$ cat src/rtl/u_pkg.sv
// Shared definitions for the unary/thermometer admission pipeline.
// The result struct itself lives in each module because its len field depends on W.
package u_pkg;

  // Width of the decoded run-length field for a W-bit input vector.
  function automatic int unsigned u_len_w(input int unsigned w);
    return $clog2(w);
  endfunction

  typedef enum logic [1:0] {
    U_CLS_INVALID = 2'd0,
    U_CLS_STD     = 2'd1,
    U_CLS_COMP    = 2'd2
  } u_cls_e;

endpackage

$ cat src/rtl/u_dec.sv
// Combinational unary decoder: classifies x as standard, complement or invalid
// and encodes the run length from a one-hot pivot.
module u_dec
  import u_pkg::*;
#(
  parameter int unsigned W                     = 16,
  parameter bit          P_ADMIT_COMPLIMENT_EN = 1'b1,
  localparam int unsigned LW                   = u_len_w(W)
) (
  input  logic [W-1:0]  x,
  output logic [LW+1:0] res
);

  typedef struct packed {
    logic          is_unary;
    logic          is_compliment;
    logic [LW-1:0] len;
  } u_res_t;

  function automatic logic [W-1:0] low_mask(input int unsigned k);
    logic [W-1:0] m;
    m = '0;
    for (int unsigned i = 0; i < W; i++) begin
      if (i < k) m[i] = 1'b1;
    end
    return m;
  endfunction

  logic [W-1:0] std_hit;
  logic [W-1:0] comp_hit;
  logic [W-1:0] hit;
  logic [W-1:0] m;
  u_cls_e       cls;
  u_res_t       r;

  // Pivot k: bits below k form the run, bits at/above k must all be the fill value.
  always_comb begin
    std_hit  = '0;
    comp_hit = '0;
    m        = '0;
    for (int unsigned k = 0; k < W; k++) begin
      m           = low_mask(k);
      std_hit[k]  = (&(x | ~m)) && !(|(x & ~m));
      comp_hit[k] = P_ADMIT_COMPLIMENT_EN && (&(~x | ~m)) && !(|(~x & ~m));
    end
  end

  assign hit = std_hit | comp_hit;

  always_comb begin
    r     = '0;
    cls   = U_CLS_INVALID;
    if (|std_hit)       cls = U_CLS_STD;
    else if (|comp_hit) cls = U_CLS_COMP;
    for (int unsigned k = 0; k < W; k++) begin
      if (hit[k]) r.len = r.len | LW'(k);
    end
    r.is_unary      = (cls != U_CLS_INVALID);
    r.is_compliment = (cls == U_CLS_COMP);
  end

  assign res = r;

endmodule

$ cat src/rtl/u_pipe.sv
// Two-stage valid/ready pipeline: S1 holds the raw vector, S2 the decoded result.
// A saturating counter tallies rejected results as they are consumed.
module u_pipe
  import u_pkg::*;
#(
  parameter int unsigned W                     = 16,
  parameter bit          P_ADMIT_COMPLIMENT_EN = 1'b1,
  parameter int unsigned CNT_W                 = 16,
  localparam int unsigned LW                   = u_len_w(W)
) (
  input  logic             clk,
  input  logic             arst_n,
  input  logic             i_in_vld,
  input  logic [W-1:0]     i_in_x,
  output logic             o_in_rdy,
  output logic             o_out_vld,
  input  logic             i_out_rdy,
  output logic             o_out_is_unary,
  output logic             o_out_is_compliment,
  output logic [LW-1:0]    o_out_len,
  input  logic             i_rej_cnt_clr,
  output logic [CNT_W-1:0] o_rej_cnt
);

  typedef struct packed {
    logic          is_unary;
    logic          is_compliment;
    logic [LW-1:0] len;
  } u_res_t;

  logic             s1_vld;
  logic [W-1:0]     s1_x;
  logic             s2_vld;
  u_res_t           s2_res;
  logic [LW+1:0]    dec_res;
  u_res_t           dec_r;
  logic             in_xfer;
  logic             out_xfer;
  logic             s2_load;
  logic [CNT_W-1:0] rej_cnt;

  assign o_in_rdy = !(s1_vld && s2_vld && !i_out_rdy);
  assign in_xfer  = i_in_vld && o_in_rdy;
  assign out_xfer = s2_vld && i_out_rdy;
  assign s2_load  = s1_vld && (!s2_vld || i_out_rdy);

  u_dec #(
    .W                     (W),
    .P_ADMIT_COMPLIMENT_EN (P_ADMIT_COMPLIMENT_EN)
  ) u_dec_i (
    .x   (s1_x),
    .res (dec_res)
  );

  assign dec_r = u_res_t'(dec_res);

  always_ff @(posedge clk or negedge arst_n) begin
    if (!arst_n) begin
      s1_vld <= 1'b0;
      s1_x   <= '0;
    end else if (in_xfer) begin
      s1_vld <= 1'b1;
      s1_x   <= i_in_x;
    end else if (s2_load) begin
      s1_vld <= 1'b0;
    end
  end

  always_ff @(posedge clk or negedge arst_n) begin
    if (!arst_n) begin
      s2_vld <= 1'b0;
      s2_res <= '0;
    end else if (s2_load) begin
      s2_vld <= 1'b1;
      s2_res <= dec_r;
    end else if (out_xfer) begin
      s2_vld <= 1'b0;
    end
  end

  // Clear takes priority; saturation holds the counter at all-ones.
  always_ff @(posedge clk or negedge arst_n) begin
    if (!arst_n) begin
      rej_cnt <= '0;
    end else if (i_rej_cnt_clr) begin
      rej_cnt <= '0;
    end else if (out_xfer && !s2_res.is_unary && (rej_cnt != '1)) begin
      rej_cnt <= rej_cnt + CNT_W'(1);
    end
  end

  assign o_out_vld           = s2_vld;
  assign o_out_is_unary      = s2_res.is_unary;
  assign o_out_is_compliment = s2_res.is_compliment;
  assign o_out_len           = s2_res.len;
  assign o_rej_cnt           = rej_cnt;

endmodule

$ cat config.mk
export PLATFORM = sky130hd
export DESIGN_NAME = u_pipe
export DESIGN_NICKNAME = d
export VERILOG_FILES = /design/src/rtl/u_pkg.sv /design/src/rtl/u_dec.sv /design/src/rtl/u_pipe.sv
export SDC_FILE = /design/constraint.sdc
export NUM_CORES = 1
export LEC_CHECK = 0
export ABC_AREA = 1
export CAP_MARGIN = 20
export CORE_MARGIN = 10
export CORE_UTILIZATION = 52
export CTS_BUF_LIST = sky130_fd_sc_hd__clkbuf_4
export DETAILED_ROUTE_END_ITERATION = 10
export GPL_TIMING_DRIVEN = 0
export PLACE_DENSITY = 0.77
export SYNTH_ARGS = -nofsm -noshare
export SYNTH_HDL_FRONTEND = slang
export SYNTH_SLANG_ARGS = --single-unit
$ cat constraint.sdc
create_clock -name clk -period 2.3 [get_ports clk]
set_input_delay 0.46 -clock clk [delete_from_list [all_inputs] [get_ports clk]]
set_output_delay 0.46 -clock clk [all_outputs]
set_load 0.02 [all_outputs]
==> flow_summary.yaml, run 1 <==
global_routing:
  antenna_found_initial: 0
  grt_max_degree: 32
  grt_first_pass_wirelength_um: 16000
  first_global_vias: 3388
  grt-ovfl-total: 0
  grt_use_total: 0.199
detailed_routing:
  drtPass1Iterations: 5
  vias: 3498
  avgViaCountPerCell: 5.44
  wire_per_inst_um: 15.0
  routed_wl_um: 9650
  detail-route-antenna-nets: 0
  drtIter0Drc: 224
  drc: 0
clock_network:
  cts_hold_buf: 1
  cts_root_buf: "clkbuf_4"
  clock_sinks: 40
  cts_tree: "built"
  post_cts_buffers: 0
  cts_buffers: 5
  htreeDepth: 2
  cts_resized: 0
  insertion_delay_ns: 0.36
  clockBufferDepth: 2
  path_clk_slew_ns: 0.11
worst_setup_path:
  rrSetupSlack_ns: 0.33
  slowest_delay_ns: 0.62
  cp-end-kind: "output pin"
  crit_path_top_delay_cell: "clkdlybuf4s50_1"
  worstReg2RegStart: "o_rej_cnt[0]"
  crit_fanout: 3
  worst_setup_path_start_kind: "input port"
  reg2reg_to: "o_rej_cnt[15]"
  worstPathCellList: "clkdlybuf4s50_1 > inv_1 > nand3_1 > clkdlybuf4s50_1"
  endpoint: "o_in_rdy"
  worst_ep_required_time_ns: 1.84
  crit_top_cell: "clkdlybuf4s50_1"
  crit_start: "i_out_rdy"
  r2r_cells: 8
  worstPathArrival_ns: 1.72
  worstSetupPathType: "in -> out"
sta:
  slew_violations: 0
  finalSetupViolations: 0
  max_freq_mhz: 458
  worstMarginPinSlew_ns: 0.497
  timing.final.crit_share: 0.948
  period_needed_ns: 2.18
  grt_setup_unrepaired: "no"
  maxSlewHeadroom: 0.669
  finClkSkew_ns: 0.0113
  setup_tns_ns: 0
  hold_viol: 0
synthesis:
  avgSynthCellArea_um2: 6.07
  synth-seq-area-share: 0.320
  synth_fp_nets: 538
  synthXorXnorAreaFrac: 0.0224
  ys_ff_latch: 40
  synth_adder_area_share: 0.00400
  yosysTopAreaCell: "dfrtp_1"
  synthMuxAreaShare: 0.0108
  synth_top_family_by_area: "simple AND/OR/NAND/NOR gates"
  netlist.area_leader.share: 0.320
  syn-cell-area_um2: 3130
  synth_cell_types: 32
  synth.area.top_cells: "dfrtp_1 (32%), nand2_1 (17%), nor2_1 (15%)"
  synth-compound-area-share: 0.0643
  postSynthCellCount: 516
  synth_warnings: 0
  yosys.area_share.simple: 0.490
place:
  hpwl_um: 7730
  place.port_buffers: 43
  dp.cells: 635
  place_congestion: 0.981
floorplan:
  dieArea_um2: 9520
  std_cell_rows: 28
  ios: 45
  core-area_um2: 5890
  initial_core_util: 0.532
  die_w_um: 97.6
  chipHeight_um: 97.6
final_layout:
  fin_nets: 590
  finish.utilization: 0.634
  n_antenna_cell: 0
  fin_cells: 643
  drive_gt1_frac: 0.0651
  syn_to_final_growth_pct: 19.1
pwr:
  power.density_nw_per_um2: 490
  irDropWorstVdd_mv: 0.379
  p_leak_nw: 1.82
run:
  maxCapViolCount: 0
min_path:
  min_path_type: "in -> reg"
status:
  outcome: "completed"
[metal layers]
metal | GRT usage | share of wire | up-vias
met5 | 0 | 0 | -
met1 | 0.237 | 0.43 | 1595
li1 | - | - | 1743
met2 | 0.340 | 0.48 | 135
met4 | 0.0783 | 0.029 | 0
met3 | 0.0405 | 0.064 | 25
[report_power, final]
| part | switching [mW] | total, mW | internal, mW | leakage [nW] |
|---|---|---|---|---|
| logic | 0.410 | 0.612 | 0.202 | 1.29 |
| clock network | 0.239 | 0.364 | 0.125 | 0.0315 |
| registers | 0.0783 | 0.851 | 0.773 | 0.501 |
[flip-flops by register name, summed over array words and instances, names as in the netlist]
| name | flops |
|---|---|
| o_out_is_compliment | 1 |
| o_out_is_unary | 1 |
| o_out_len | 4 |
| o_out_vld | 1 |
| o_rej_cnt | 16 |
| s1_vld | 1 |
| s1_x | 16 |
[cells in the mapped netlist, drive strengths merged]
library cell	instances
inv	59
nand4	12
ha	1
o21a	1
o21ai	13
nand2	143
clkbuf	3
or2	1
and3	2
dfrtp	40
mux2	3
nor2	130
o31ai	5
a21oi	16
nor3	12
clkinv	2
nand3b	2
buf	6
nand3	56
xor2	8
nor4	1
[stage by stage]
step / cell area, um2 / power (mW) / hold slack, ns / worst slack [ns]
CTS: 3730 / 1.83 / 0.409 / 0.108
detailed placement: 3670 / 1.47 / 0.354 / -0.132
finish: 3730 / 1.83 / 0.418 / 0.119
global placement: 3650 / 1.46 / 0.478 / -0.328
global route: 3730 / 1.94 / 0.420 / 0.0573
floorplan: 3130 / 1.23 / 0.164 / 0.507
[layout by cell type, fill, tap and decap left out]
cell type        count
inv_1               56
and3_1               2
nor4_1               1
buf_6                1
buf_4                1
nor2_4               1
nor2_2               6
clkbuf_4             6
dfrtp_1             40
o31ai_1              5
clkinv_2             1
nor3_1              10
nand3b_2             1
buf_12               1
clkbuf_1             3
o21a_1               1
o21ai_4              1
dlygate4sd3_1        1
nand3b_1             1
ha_1                 1
o21ai_1              4
nand2_2              4
o21ai_0              8
a21oi_1             16
nor3_2               1
inv_2                3
nand3_1             56
or2_2                1
nand2_1            139
buf_2                5
nor2_1             123
xor2_1               8
nor3_4               1
nand4_1             12
clkdlybuf4s50_1     42
mux2_2               3
clkinv_1             2
[worst max-delay path, delay by kind of cell]
kind	cells	cell delay, ns
buffers and inverters	3	1.15
AND/OR/NAND/NOR	1	0.10
[worst min path at each step]
stage,startpoint,to,cells past startpoint
2_1_floorplan,arst_n,o_out_is_compliment,0
3_3_place_gp,o_out_is_compliment,o_out_is_compliment,2
3_5_place_dp,arst_n,o_out_len[0],1
4_1_cts,i_rej_cnt_clr,o_rej_cnt[0],2
5_1_grt,i_rej_cnt_clr,o_rej_cnt[0],2
6_report,i_rej_cnt_clr,o_rej_cnt[0],2
[cells by family after synthesis]
| logic type | Yosys count |
|---|---|
| flops | 40 |
| fa+ha+maj | 1 |
| simple gates | 359 |
| mux | 3 |
| xor+xnor | 8 |
| compound gates | 35 |
| buf+inv | 70 |
[area by class of cell]
class | instances | area, um2
fill | 558 | 2160
sequential | 40 | 1000
inverter | 61 | 229
clock inverter | 1 | 5.00
clock buffer | 6 | 45.0
buffer | 9 | 50.0
tap | 75 | 93.8
timing repair buffer | 45 | 455
multi-input combinational | 406 | 1850
No activity file was read; power rests on OpenSTA's default activity.
==> inputs of run 2 (changes only) <==
- CTS_CLUSTER_DIAMETER: unset -> 80
- clock period: 2.3 -> 2.5 ns (I/O delays scaled with it)
==> results of run 2 <==
The final DEF is identical to that of run 1. Status: completed.
Among the figures that moved: setup slack after placement -0.132 ns -> 0.0282 ns; setup slack after layout 0.119 ns -> 0.239 ns; hold slack 0.418 ns -> 0.458 ns; register-to-register setup slack 0.33 ns -> 0.53 ns; total power 1.83 mW -> 1.68 mW; worst IR drop on VDD 0.379 mV -> 0.349 mV
